## src/rtl/hazard_ctrl.sv

```systemverilog
// ============================================================================
// Module   : hazard_ctrl
// Purpose  : Pipeline stall/clear generation with EX/WB shadows, debug state
//            and saturating performance counters.
// Revision : 1.0 - initial release
// ============================================================================
`default_nettype none

package riscv_defines_pkg;
  localparam int REG_ADDR_WIDTH = 5;

  typedef enum logic [3:0] {
    OP_NO_OP    = 4'd0,
    OP_COMP     = 4'd1,
    OP_COMP_IMM = 4'd2,
    OP_LOAD     = 4'd3,
    OP_STORE    = 4'd4,
    OP_BRANCH   = 4'd5,
    OP_JAL      = 4'd6,
    OP_JALR     = 4'd7,
    OP_LUI      = 4'd8,
    OP_AUIPC    = 4'd9,
    OP_SYSTEM   = 4'd10
  } decoded_opcode;
endpackage

module hazard_ctrl
  import riscv_defines_pkg::*;
#(
  parameter int CNT_WIDTH  = 32,
  parameter int ADDR_WIDTH = riscv_defines_pkg::REG_ADDR_WIDTH
) (
  input  logic                  clk,
  input  logic                  rst_n,
  input  decoded_opcode         instr_type_i,
  input  logic [ADDR_WIDTH-1:0] read_addr1_i,
  input  logic [ADDR_WIDTH-1:0] read_addr2_i,
  input  logic [ADDR_WIDTH-1:0] write_addr_i,
  input  logic                  write_en_i,
  input  logic                  redirect_i,
  input  logic                  ex_busy_i,
  input  logic                  mem_ready_i,
  output logic                  pc_stall_o,
  output logic                  if_to_id_stall_o,
  output logic                  id_to_ex_stall_o,
  output logic                  ex_to_wb_stall_o,
  output logic                  if_to_id_clear_o,
  output logic                  id_to_ex_clear_o,
  output logic                  ex_to_wb_clear_o,
  output logic [1:0]            state_o,
  output logic [CNT_WIDTH-1:0]  stall_cycles_o,
  output logic [CNT_WIDTH-1:0]  flush_count_o
);

  typedef enum logic [1:0] {
    RUN         = 2'd0,
    LOAD_BUBBLE = 2'd1,
    EX_WAIT     = 2'd2,
    MEM_WAIT    = 2'd3
  } state_t;

  localparam logic [CNT_WIDTH-1:0] c_cnt_max = '1;

  state_t                r_state;
  state_t                w_state_next;
  decoded_opcode         r_ex_type;
  logic [ADDR_WIDTH-1:0] r_ex_waddr;
  logic                  r_ex_we;
  decoded_opcode         r_wb_type;
  logic [ADDR_WIDTH-1:0] r_wb_waddr;
  logic                  r_wb_we;

  logic w_use_rs1, w_use_rs2;
  logic w_memw, w_busy, w_rdr, w_lu;

  always_comb begin
    w_use_rs1 = 1'b0;
    w_use_rs2 = 1'b0;
    case (instr_type_i)
      OP_COMP, OP_STORE, OP_BRANCH: begin
        w_use_rs1 = 1'b1;
        w_use_rs2 = 1'b1;
      end
      OP_COMP_IMM, OP_LOAD, OP_JALR: w_use_rs1 = 1'b1;
      default: ;
    endcase
  end

  assign w_memw = ((r_wb_type == OP_LOAD) || (r_wb_type == OP_STORE)) && !mem_ready_i;
  assign w_busy = ex_busy_i;
  assign w_rdr  = redirect_i;
  assign w_lu   = (r_ex_type == OP_LOAD) && r_ex_we && (r_ex_waddr != '0) &&
                  ((w_use_rs1 && (read_addr1_i == r_ex_waddr)) ||
                   (w_use_rs2 && (read_addr2_i == r_ex_waddr)));

  // Highest-priority condition alone decides the controls and the next state.
  always_comb begin
    pc_stall_o       = 1'b0;
    if_to_id_stall_o = 1'b0;
    id_to_ex_stall_o = 1'b0;
    ex_to_wb_stall_o = 1'b0;
    if_to_id_clear_o = 1'b0;
    id_to_ex_clear_o = 1'b0;
    ex_to_wb_clear_o = 1'b0;
    w_state_next     = RUN;
    if (w_memw) begin
      pc_stall_o       = 1'b1;
      if_to_id_stall_o = 1'b1;
      id_to_ex_stall_o = 1'b1;
      ex_to_wb_stall_o = 1'b1;
      w_state_next     = MEM_WAIT;
    end else if (w_busy) begin
      pc_stall_o       = 1'b1;
      if_to_id_stall_o = 1'b1;
      id_to_ex_stall_o = 1'b1;
      ex_to_wb_clear_o = 1'b1;
      w_state_next     = EX_WAIT;
    end else if (w_rdr) begin
      if_to_id_clear_o = 1'b1;
      id_to_ex_clear_o = 1'b1;
    end else if (w_lu) begin
      pc_stall_o       = 1'b1;
      if_to_id_stall_o = 1'b1;
      id_to_ex_clear_o = 1'b1;
      w_state_next     = LOAD_BUBBLE;
    end
  end

  always_ff @(posedge clk or negedge rst_n) begin
    if (!rst_n) begin
      r_state <= RUN;
    end else begin
      r_state <= w_state_next;
    end
  end

  assign state_o = r_state;

  always_ff @(posedge clk or negedge rst_n) begin
    if (!rst_n) begin
      r_ex_type  <= OP_NO_OP;
      r_ex_waddr <= '0;
      r_ex_we    <= 1'b0;
      r_wb_type  <= OP_NO_OP;
      r_wb_waddr <= '0;
      r_wb_we    <= 1'b0;
    end else begin
      if (id_to_ex_clear_o) begin
        r_ex_type <= OP_NO_OP;
        r_ex_we   <= 1'b0;
      end else if (!id_to_ex_stall_o) begin
        r_ex_type  <= instr_type_i;
        r_ex_waddr <= write_addr_i;
        r_ex_we    <= write_en_i;
      end
      if (ex_to_wb_clear_o) begin
        r_wb_type <= OP_NO_OP;
        r_wb_we   <= 1'b0;
      end else if (!ex_to_wb_stall_o) begin
        r_wb_type  <= r_ex_type;
        r_wb_waddr <= r_ex_waddr;
        r_wb_we    <= r_ex_we;
      end
    end
  end

  // Counters stick at all-ones rather than wrapping.
  always_ff @(posedge clk or negedge rst_n) begin
    if (!rst_n) begin
      stall_cycles_o <= '0;
      flush_count_o  <= '0;
    end else begin
      if (pc_stall_o && (stall_cycles_o != c_cnt_max))
        stall_cycles_o <= stall_cycles_o + CNT_WIDTH'(1);
      if (if_to_id_clear_o && (flush_count_o != c_cnt_max))
        flush_count_o <= flush_count_o + CNT_WIDTH'(1);
    end
  end

endmodule

`default_nettype wire

```

## config.mk

```make
export PLATFORM = sky130hd
export DESIGN_NAME = hazard_ctrl
export DESIGN_NICKNAME = d
export VERILOG_FILES = /design/src/rtl/hazard_ctrl.sv
export SDC_FILE = /design/constraint.sdc
export NUM_CORES = 1
export LEC_CHECK = 0
export CORE_MARGIN = 1
export CORE_UTILIZATION = 50
export CTS_CLUSTER_SIZE = 20
export DETAILED_ROUTE_END_ITERATION = 8
export DONT_BUFFER_PORTS = 1
export PLACE_DENSITY = 0.79
export SLEW_MARGIN = 25
export SYNTH_ARGS = -nofsm -noshare
export SYNTH_HDL_FRONTEND = slang
export SYNTH_SLANG_ARGS = --single-unit
```

## constraint.sdc

```tcl
create_clock -name clk -period 1.9 [get_ports clk]
set_clock_uncertainty 0.05 [all_clocks]
set_input_delay 0.38 -clock clk [delete_from_list [all_inputs] [get_ports clk]]
set_output_delay 0.38 -clock clk [all_outputs]
set_load 0.005 [all_outputs]
```

======== Word-level counts from Yosys, hierarchy flattened ========
Cells that the tools add are included.
word-level totals
  input bits .............................. 25
  register bits ........................... 80
cells by class
  mux-type cells .......................... 26
  equality and inequality tests ........... 15
  reductions and logical operators ........ 15
  bitwise gates (word level) .............. 2
  add/subtract/negate cells ............... 2
operator list
  kind                   number
  $add 32x1->32 const B  2
  $ne 32x32->1 const B   2
  $mux 1                 20
  $eq 4x2->1 const B     4
  $eq 4x3->1 const B     4
  $mux 4                 4
  $eq 5x5->1             2
  $logic_and 1x1->1      8
  $reduce_or 6->1        1
  $reduce_bool 5->1      1
  $eq 4x1->1 const B     1
  $mux 2                 2
  $ne 2x1->1 const B     2
  $reduce_or 3->1        1
  $logic_or 1x1->1       2
  $not 1->1              2
  $reduce_and 2->1       1
  $logic_not 1->1        1

======== Longest topological paths before layout ========
Gate-level depths: netlist of the first run.
  word-level depth ........................ 12
  gate-level depth with buffers ........... 9
  gate-level depth less buffers ........... 9

======== Least setup slack after synthesis of the first run ========
No wires, ideal clock.
  path kind ............................... register to register
  start point ............................. register r_wb_type[1]
  end point ............................... register flush_count_o[28]
  slack ................................... -0.219 ns
  required time ........................... 1.726 ns
  buffers on the path ..................... 0
  stages on the path, launching flop included .. 10
  clock period less this slack ............ 2.119 ns
  data arrival time ....................... 1.945 ns
  setup time .............................. 0.124 ns
  cell sequence ........................... dfrtp_1 > and3b_1 > o21ai_2 > inv_2 > nor2_4 > inv_4 > or3_4 > nor3_4 > nand4_1 > xnor2_1
on the way
  word-level cells in the longest chain between the ends .. 5
RTL lines
  item                                             line  text
  from (decl)                                      69    decoded_opcode r_wb_type;
  from (signal assigned)                           160   r_wb_type <= r_ex_type;
  $eq 4x2->1 / $eq 4x3->1 (equally long branches)  89    assign w_memw = ((r_wb_type == OP_LOAD) || (r_wb_type == OP_STORE)) && !mem_ready_i;
  $logic_or 1x1->1 (*)                             89
  $logic_and 1x1->1 (*)                            89
  $mux 1 (*)                                       106   if (w_memw) begin
  $logic_and 1x1->1 (*)                            175   if (if_to_id_clear_o && (flush_count_o != c_cnt_max))
  to (signal assigned)                             176   flush_count_o <= flush_count_o + CNT_WIDTH'(1);
  to (decl)                                        52    output logic [CNT_WIDTH-1:0] flush_count_o
Mark *: on every way between the ends. The rest lies on a longest branch, timed or not.
A chain may end at the register's enable or synchronous reset.

======== Worst setup path after layout of the first run ========
  start point ............................. register r_ex_waddr[4]
  end point ............................... output port if_to_id_stall_o
on the way
  word-level cells in the longest chain between the ends .. 8
RTL lines
  item                                  line    text
  from (decl)                           67      logic [ADDR_WIDTH-1:0] r_ex_waddr;
  from (signal assigned)                153     r_ex_waddr <= write_addr_i;
  $eq 5x5->1 (on tied branches)         93, 94
  $logic_and 1x1->1 (on tied branches)  93, 94
  $logic_or 1x1->1                      93      ((w_use_rs1 && (read_addr1_i == r_ex_waddr)) ||
  $logic_and 1x1->1 (*)                 92      assign w_lu = (r_ex_type == OP_LOAD) && r_ex_we && (r_ex_waddr != '0) &&
  $mux 1 (*)                            121     end else if (w_lu) begin
  $mux 1 (*)                            118     end else if (w_rdr) begin
  $mux 1 (*)                            112     end else if (w_busy) begin
  $mux 1 (*)                            106
  to (decl)                             44      output logic if_to_id_stall_o,
Marked as above.

==> results of run 1 <==
## kinds of logic after synthesis
kind of cell,after synthesis,share of synthesized area (%)
AO/OA/AOI/OAI,28,5.118
XOR/XNOR,68,15.82
adder cells (fa/ha/maj),2,0.6646
flip-flops,80,53.17
buffers and inverters,11,1.363
multiplexers,8,2.393
AND/OR/NAND/NOR,138,21.47
## cell usage in the layout, fill, tap and decap left out, types with 11 or more instances in the layout
master,instances
nand3_4,12
nand3_2,11
buf_4,86
buf_6,25
xnor2_2,12
xnor2_1,45
nand4_1,28
dfrtp_1,79
clkbuf_8,11
and3_1,15
## sequential cells by signal, summed over array words and instances (netlist names)
signal	count
state_o	2
r_wb_type	4
r_ex_type	4
flush_count_o	32
r_ex_waddr	5
stall_cycles_o	32
r_ex_we	1
## per-stage QoR
stage               setup TNS (ns)  instances  area [sq um]  util [%]
floorplan                   -2.757        335          3842         -
global placement            -1.856        521          4618     63.67
detailed placement          -6.422        521          4618     63.67
CTS                         -10.82        556          5276     72.74
global route                -22.63        558          5615     77.42
finish                      -12.79        558          5615     77.42
## worst min path at each step
stage	from	to	slack (ns)	cells past startpoint
final	rst_n	stall_cycles_o[5]$_DFFE_PN0P_	-0.34	0
after global routing	rst_n	stall_cycles_o[23]$_DFFE_PN0P_	-0.37	0
after CTS	rst_n	stall_cycles_o[23]$_DFFE_PN0P_	-0.35	0
after detailed placement	rst_n	stall_cycles_o[5]$_DFFE_PN0P_	0.04	0
after global placement	rst_n	stall_cycles_o[6]$_DFFE_PN0P_	0.04	0
after floorplan	rst_n	flush_count_o[0]$_DFFE_PN0P_	0.03	0
## layout make-up
class                           count  area [sq um]  area share, %
Clock inverter                      5         55.05         0.9804
Tap cell                           99         123.9          2.206
Clock buffer                       11         151.4          2.696
Sequential cell                    80          2003          35.67
Timing Repair Buffer              115          1002          17.85
Multi-Input combinational cell    244          2260          40.24
Inverter                            4         20.02         0.3565
## repair_timing
item | 4_1_cts | 5_1_grt
endpoints found under the setup margin | 76 | 79
pin swaps | 72 | 30
setup buffers | 22 | 2
resized for setup | 64 | 58
endpoints found under the hold margin | 80 | 80
## power by group through the flow
| stage | Clock [uW] | Sequential [uW] | Combinational (uW) |
|---|---|---|---|
| floorplan | 0 | 2120 | 424 |
| global placement | 0 | 2040 | 894 |
| detailed placement | 0 | 2050 | 919 |
| CTS | 1320 | 2020 | 1050 |
| global route | 1410 | 2060 | 1280 |
| finish | 1320 | 2030 | 1190 |
## per-layer routing
metal | GRT usage, % | share of wire [%]
met1 | 28.52 | 38
met2 | 49.86 | 53
met3 | 10.07 | 7.4
met4 | 11.58 | 1.8
met5 | 0 | 0
==> qor.yml, run 1 <==
sta:
  worst_slew_pin_slew_ns: 0.4010
  setup_viol: 73
  fmax_ghz: 0.4367
  min_period_ns: 2.290
  postLayoutSetupSlackWorst_ns: -0.3898
  grt_setup_unrepaired: "true"
  relSlewSlack_pct: 73.15
  final_max_slew_viol_count: 0
  fin_hold_ws_ns: -0.3430
  min_period_over_period_pct: 120.5
  finalHoldViolCount: 80
die:
  die_x_microns: 88.78
  rows: 31
  die_h_microns: 88.78
  start_util_pct: 51.91
  core_area_sq_um: 7253
  io-pin-count: 98
  dieArea_sq_um: 7881
power:
  pwr-share-seq_pct: 44.7
  p_switching_uw: 1352
  power_leakage_uw: 0.002560
  powerDensity_nw_per_um2: 809.5
  ir_drop_mv: 0.5945
  power_uw: 4546
  swShare_pct: 29.73
  p_clk_share_pct: 29.1
  pwr-share-comb_pct: 26.2
  p_int_uw: 3194
synthesis:
  yosysSeqAreaShare_pct: 53.17
  yosysWarnings: 0
  yosysMostFrequentCell: "dfrtp_1"
  synthTopCellsByCount: "dfrtp_1 (80), xnor2_1 (57), nand3_1 (29)"
  ys_seq_elements: 80
  yosys_most_used_dff: "dfrtp_1"
  async_reset_ff_share_pct: 100.0
  synth_edf_count: 0
  netlist_area_sq_um: 3765
  synth_area_per_cell_sq_um: 11.24
  syn_inst: 335
  yosysTopAreaCellShare_pct: 53.17
  synth.distinct_cells: 40
  synth_top_cell_by_area: "dfrtp_1"
  syn-num-nets: 362
  synthTopCellsByArea: "dfrtp_1 (53%), xnor2_1 (13%), nand4_1 (4.7%), nand3_1 (3.9%), and3_1 (3.3%)"
drt:
  firstDrtPassIters: 4
  vias: 3222
  drc_errors: 0
  routed_via_density: 5.774
  drt_iter0_markers: 133
  drt-total-wl_mm: 10.72
  antenna_left: 0
  drt-wirelength-per-cell_microns: 19.21
grt:
  grt_pass1_vias: 3388
  track_usage_pct: 27.48
  antenna_found_initial: 0
  grt_max_degree: 81
  gr-total-overflow: 0
  grt_pass1_wl_mm: 15.97
setup_path:
  path_buf_inv: 1
  reg2reg_slack_ns: -0.39
  cp_slowest_stage_delay_ns: 0.42
  arrival_ns: 1.86
  startpoint: "r_ex_waddr[4]$_DFFE_PN0P_"
  cp.depth: 6
  worst_ep_required_time_ns: 1.47
  worstPathCellList: "xnor2_1, nand4_1, nor4_2, o211ai_1, nand2_2, buf_6"
  timing.rr.start: "r_ex_waddr[4]$_DFFE_PN0P_"
  cp_slowest_cell: "dfrtp_1"
  r2r-end: "stall_cycles_o[19]$_DFFE_PN0P_"
  worstRegToRegCells: 10
  end_kind: "output port"
  path_class: "reg2out"
  endpoint: "if_to_id_stall_o"
  cp_top_family: "simple AND/OR/NAND/NOR gates"
  start_kind: "register"
  worstPathMaxFanout: 6
cells_and_area:
  nets: 481
  drive_gt1_share_pct: 48.58
  fillers: 416
  antenna_cells: 0
  syn_to_final_growth_pct: 49.15
clock_network:
  clock_path_buffers: 2
  clock_latency_ns: 0.36
  cts_num_sinks: 80
  cts_inserted_buffers: 9
  cts_tree: "yes"
  root_buffer: "clkbuf_8"
  clkTransAtPathRegs_ns: 0.08
  cts.htree.levels: 3
placed_design:
  place.gp.congestion: 0.7920
  io_buffers: 0
  dp_slack_ns: -0.2269
  dp_hpwl_mm: 6.731
job:
  maxCapViolCount: 0
hold_path:
  hold_class: "in2async"
status:
  outcome: "complete, but fails checks"
  violations: "negative hold slack, negative setup slack"
No activity file was read; power rests on OpenSTA's default activity.
==> inputs of run 2 (changes only) <==
- CORE_MARGIN: 1 -> 8
==> run 2 against run 1 <==
Compared with the run above:
- the flow still finishes with violations (negative hold slack, negative setup slack)
- fmax decreased by 2.4%
- flip-flop and latch count did not move
- count of clock-buffer cells in the layout unchanged
- largest cell class unchanged
- largest power group unchanged
- highest routed layer unchanged
==> qor.yml, run 2 (synthesis gave the netlist of run 1 again) <==
status:
  outcome: "complete, but fails checks"
  violations: "negative hold slack, negative setup slack"
cells_and_area:
  reg_top3: "flush_count_o: 32 flops, stall_cycles_o: 32 flops, r_ex_waddr: 5 flops"
  multiInputGateArea_sq_um: 2223
  final_common_cell: "buf_4"
  fin_cells: 561
  antenna_cells: 0
  post-route-util_pct: 76.58
  syn_to_final_growth_pct: 48.32
  drive_gt1_share_pct: 48.05
  nets: 485
  final_cell_mix: "buf_4 (93), dfrtp_1 (77), xnor2_1 (42)"
  fillers: 452
  regArea_sq_um: 2006
drt:
  vias: 3273
  wl_met1_mm: 4.186
  drt_iter0_markers: 107
  dr.max_layer_used: "met4"
  wl_met2_mm: 6.174
  antenna_left: 0
  wl_met3_mm: 1.202
  routed_via_density: 5.834
  firstDrtPassIters: 5
  drt-total-wl_mm: 11.84
  drc_errors: 0
  drt-wirelength-per-cell_microns: 21.11
placed_design:
  place.gp.congestion: 0.8254
  dp_slack_ns: -0.2786
  dp.cells: 518
  dp_hpwl_mm: 7.206
  io_buffers: 0
die:
  core_area_sq_um: 7292
  die_h_microns: 102.8
  start_util_pct: 51.63
  die_x_microns: 102.8
  rows: 31
  dieArea_sq_um: 10560
  io-pin-count: 98
setup_path:
  worstRegToRegCells: 8
  r2r-end: "stall_cycles_o[1]$_DFFE_PN0P_"
  cp_slowest_cell: "dfrtp_1"
  path_buf_inv: 1
  cp_slowest_stage_delay_ns: 0.43
  reg2reg_slack_ns: -0.44
  end_kind: "output port"
  worstPathMaxFanout: 6
  worstPathCellList: "xnor2_1, nand4_1, nor3_2, o211ai_1, nand2_2, buf_6"
  arrival_ns: 1.92
  timing.rr.start: "r_ex_waddr[4]$_DFFE_PN0P_"
  cp_top_family: "simple AND/OR/NAND/NOR gates"
  start_kind: "register"
  path_class: "reg2out"
  worst_ep_required_time_ns: 1.47
clock_network:
  clock_path_buffers: 2
  cts_tree: "yes"
  root_buffer: "clkbuf_8"
  cts.htree.levels: 3
  clock_latency_ns: 0.35
  cts_num_sinks: 80
  cts_inserted_buffers: 9
  clkTransAtPathRegs_ns: 0.08
grt:
  grt_max_degree: 81
  grt_pass1_vias: 3537
  grt_pass1_wl_mm: 17.77
  gr-total-overflow: 0
  antenna_found_initial: 0
  track_usage_pct: 21.71
power:
  swShare_pct: 28.93
  powerDensity_nw_per_um2: 813.9
  pwr-share-seq_pct: 45.0
  pwr-share-comb_pct: 25.5
  ir_drop_mv: 0.6836
  p_int_uw: 3230
  p_switching_uw: 1315
  power_leakage_uw: 0.002584
  p_clk_share_pct: 29.4
sta:
  relSlewSlack_pct: 68.94
  grt_setup_unrepaired: "true"
  worst_slew_pin_slew_ns: 0.4595
  postLayoutSetupSlackWorst_ns: -0.4468
  finalHoldViolCount: 80
  setup_viol: 77
  fmax_ghz: 0.4261
  min_period_over_period_pct: 123.5
  final_max_slew_viol_count: 0
  min_period_ns: 2.347
  fin_hold_ws_ns: -0.3339
hold_path:
  hold_class: "in2async"
job:
  maxCapViolCount: 0
run 2: cell type report:
class	instances	area share, %
clock inverters	4	1.255
inverters	4	0.3137
repair buffers	119	18.13
multi-input cells	244	39.82
well taps	99	2.218
clock buffers	11	2.353
flip-flops and latches	80	35.92
run 2: per-layer routing:
layer | up-vias | global-route usage [%]
met1 | 1642 | 23.66
met3 | 27 | 8.778
met2 | 151 | 37.21
met4 | 0 | 8.009
li1 | 1453 | -
met5 | - | 0
run 2: worst max path at each step:
stage,end,startpoint,cells past startpoint,slack (ns)
finish,if_to_id_stall_o,r_ex_waddr[4]$_DFFE_PN0P_,6,-0.45
global route,if_to_id_stall_o,r_ex_waddr[4]$_DFFE_PN0P_,6,-0.58
CTS,if_to_id_stall_o,r_ex_waddr[4]$_DFFE_PN0P_,6,-0.33
detailed placement,flush_count_o[12]$_DFFE_PN0P_,r_wb_type[0]$_DFFE_PN0P_,10,-0.28
global placement,flush_count_o[28]$_DFFE_PN0P_,r_wb_type[0]$_DFFE_PN0P_,9,-0.18
floorplan,flush_count_o[28]$_DFFE_PN0P_,r_wb_type[1]$_DFFE_PN0P_,9,-0.21
run 2: power by group through the flow:
| stage | Combinational [uW] | Sequential, uW | Clock (uW) |
|---|---|---|---|
| floorplan | 424 | 2120 | 0 |
| global placement | 863 | 2050 | 0 |
| detailed placement | 896 | 2060 | 0 |
| CTS | 1030 | 2030 | 1350 |
| global route | 1250 | 2070 | 1410 |
| finish | 1160 | 2050 | 1340 |
run 2: worst reg2reg max path: stages, from the launching register on:
cell	delay [ns]
dfrtp_1	0.43
xnor2_1	0.19
nand4_1	0.12
nor3_2	0.28
o211ai_1	0.24
buf_4	0.22
a21oi_4	0.22
buf_6	0.18
mux2_4	0.30
run 2: timing repair:
item,4_1_cts,5_1_grt
cloned,1,0
pin swaps,65,32
endpoints found under the setup margin,78,81
buffers inserted,20,9
gates resized for setup,64,50
endpoints found under the hold margin,80,80
run 2: through the flow:
stage / cell area [sq um] / TNS (ns) / power (uW)
global placement: 4596 / -3.503 / 2913
floorplan: 3842 / -2.757 / 2543
finish: 5584 / -20.00 / 4545
CTS: 5240 / -9.613 / 4408
detailed placement: 4596 / -7.376 / 2959
global route: 5584 / -29.27 / 4729
==> inputs of run 3 (changes only) <==
- CORE_UTILIZATION: 50 -> 30
- PLACE_DENSITY: 0.79 -> 0.56
==> run 3 against run 2 <==
Compared with the run above:
- critical path depth increased by 4
- count of clock-buffer cells in the layout unchanged
- hold slack improved by 0.019 ns
- the flow still finishes with violations (negative hold slack, negative setup slack)
- first-iteration DRC count decreased by 10%
- register-to-register slack better by 0.19 ns
- largest cell class unchanged
- setup slack improved by 0.20 ns
- total power increased by 8.8%
- via count fell by 6.4%
- sequential share of layout area decreased by 0.077 points
- sequential power about the same
==> qor.yml, run 3 (synthesis gave the netlist of run 1 again) <==
status:
  outcome: "complete, but fails checks"
  violations: "negative hold slack, negative setup slack"
die:
  core_area_sq_um: 12410
  rows: 41
  dieArea_sq_um: 16390
  start_util_pct: 30.33
  die_h_microns: 128.0
  die_x_microns: 128.0
  io-pin-count: 98
power:
  powerDensity_nw_per_um2: 884.6
  ir_drop_mv: 0.5488
  power_leakage_uw: 0.002497
setup_path:
  start_kind: "register"
  worstRegToRegCells: 10
  worstPathMaxFanout: 4
  worst_ep_required_time_ns: 2.07
  arrival_ns: 2.32
  path_class: "reg2reg"
  end_kind: "register"
cells_and_area:
  reg_top3: "flush_count_o: 32 flops, stall_cycles_o: 32 flops, r_ex_waddr: 5 flops"
  drive_gt1_share_pct: 44.59
  nets: 484
  post-route-util_pct: 45.02
  antenna_cells: 0
  syn_to_final_growth_pct: 48.45
  final_cell_mix: "buf_4 (98), dfrtp_1 (79), xnor2_1 (52)"
  fin_cells: 634
  final_common_cell: "buf_4"
  fin_area_sq_um: 5589
placed_design:
  dp_slack_ns: -0.1891
  place_area_sq_um: 4795
  place.gp.congestion: 0.7541
  io_buffers: 0
  dp_hpwl_mm: 7.778
  dp.cells: 602
grt:
  grt_pass1_vias: 3286
  grt_pass1_wl_mm: 16.99
  gr-total-overflow: 0
  track_usage_pct: 13.27
  grt_max_degree: 81
  antenna_found_initial: 0
drt:
  drt_iter0_markers: 96
  drt-wirelength-per-cell_microns: 16.47
  drt-total-wl_mm: 10.44
  routed_via_density: 4.831
  antenna_left: 0
  vias: 3063
  drc_errors: 0
  firstDrtPassIters: 4
clock_network:
  clock_latency_ns: 0.34
  cts.htree.levels: 3
  cts_tree: "yes"
  cts_inserted_buffers: 9
  clkTransAtPathRegs_ns: 0.06
  cts_num_sinks: 80
  clock_path_buffers: 2
  root_buffer: "clkbuf_16"
sta:
  fin_hold_ws_ns: -0.3148
  relSlewSlack_pct: 74.62
  final_max_slew_viol_count: 0
  worst_slew_pin_slew_ns: 0.3754
  grt_setup_unrepaired: "true"
  min_period_over_period_pct: 113.0
  min_period_ns: 2.147
  fmax_ghz: 0.4657
  setup_viol: 54
  finalHoldViolCount: 80
  tns_ns: -6.801
  postLayoutSetupSlackWorst_ns: -0.2473
job:
  maxCapViolCount: 0
hold_path:
  hold_class: "in2async"
[run 3: changes by cell type in the layout (fill, tap and decap cells not counted), sizes merged]
cell	delta
clkinvlp	+2
buf	-1
clkinv	-1
[run 3: timing repair]
item,in CTS,in global routing
hold endpoints to repair,80,80
setup endpoints to repair,75,80
resized for setup,39,37
pin swaps,28,40
buffers inserted,9,7
[run 3: area by class of cell]
type	instances	area (sq um)
multi-input cells	244	2052
inverters	4	17.52
well taps	172	215.2
clock buffers	11	242.7
clock inverters	5	80.08
fillers	1184	6825
flip-flops and latches	80	2003
repair buffers	118	978.4
[run 3: stage by stage]
step | hold slack (ns) | total power (uW)
after floorplan | 0.03441 | 2543
after global placement | 0.03790 | 2944
after detailed placement | 0.03763 | 2981
after CTS | -0.3346 | 4935
after global routing | -0.3392 | 5222
final | -0.3148 | 4944
[run 3: power breakdown]
group	switching (uW)	total [uW]	internal, uW	leakage, uW
sequential	144	2030	1890	0.00107
combinational	480	1030	550	0.00128
clock	696	1880	1180	0.000152
total	1320	4940	3630	0.00250
[run 3: path summary, 6_finish.rpt]
| kind | from | end | slack (ns) |
|---|---|---|---|
| max | r_wb_type[1]$_DFFE_PN0P_ | flush_count_o[28]$_DFFE_PN0P_ | -0.25 |
| min | rst_n | state_o[1]$_DFF_PN0_ | -0.31 |
| max reg2reg | r_wb_type[1]$_DFFE_PN0P_ | flush_count_o[28]$_DFFE_PN0P_ | -0.25 |
| min reg2reg | r_ex_we$_DFFE_PN0P_ | r_ex_we$_DFFE_PN0P_ | 0.47 |
| max in group asynchronous | rst_n | r_ex_waddr[1]$_DFFE_PN0P_ | 1.96 |
| min in group clk | ex_busy_i | state_o[0]$_DFF_PN0_ | 0.11 |
[run 3: critical path: stages (launching register included)]
cell     delay, ns
dfrtp_1       0.39
and3b_1       0.19
o21ai_2       0.14
inv_2         0.07
nor2_4        0.13
inv_4         0.05
or3_4         0.41
nor3_4        0.17
buf_6         0.15
nand4_1       0.12
xnor2_1       0.15
[run 3: layer usage]
| layer | vias up | share of wire [%] | wire, microns | global-route usage, % |
|---|---|---|---|---|
| met3 | 16 | 11 | 1168 | 7.529 |
| met1 | 1505 | 41 | 4238 | 14.91 |
| met4 | 0 | 1.9 | 203 | 5.105 |
| li1 | 1453 | - | - | - |
| met5 | - | 0 | 0 | 0 |
| met2 | 89 | 46 | 4834 | 20.47 |
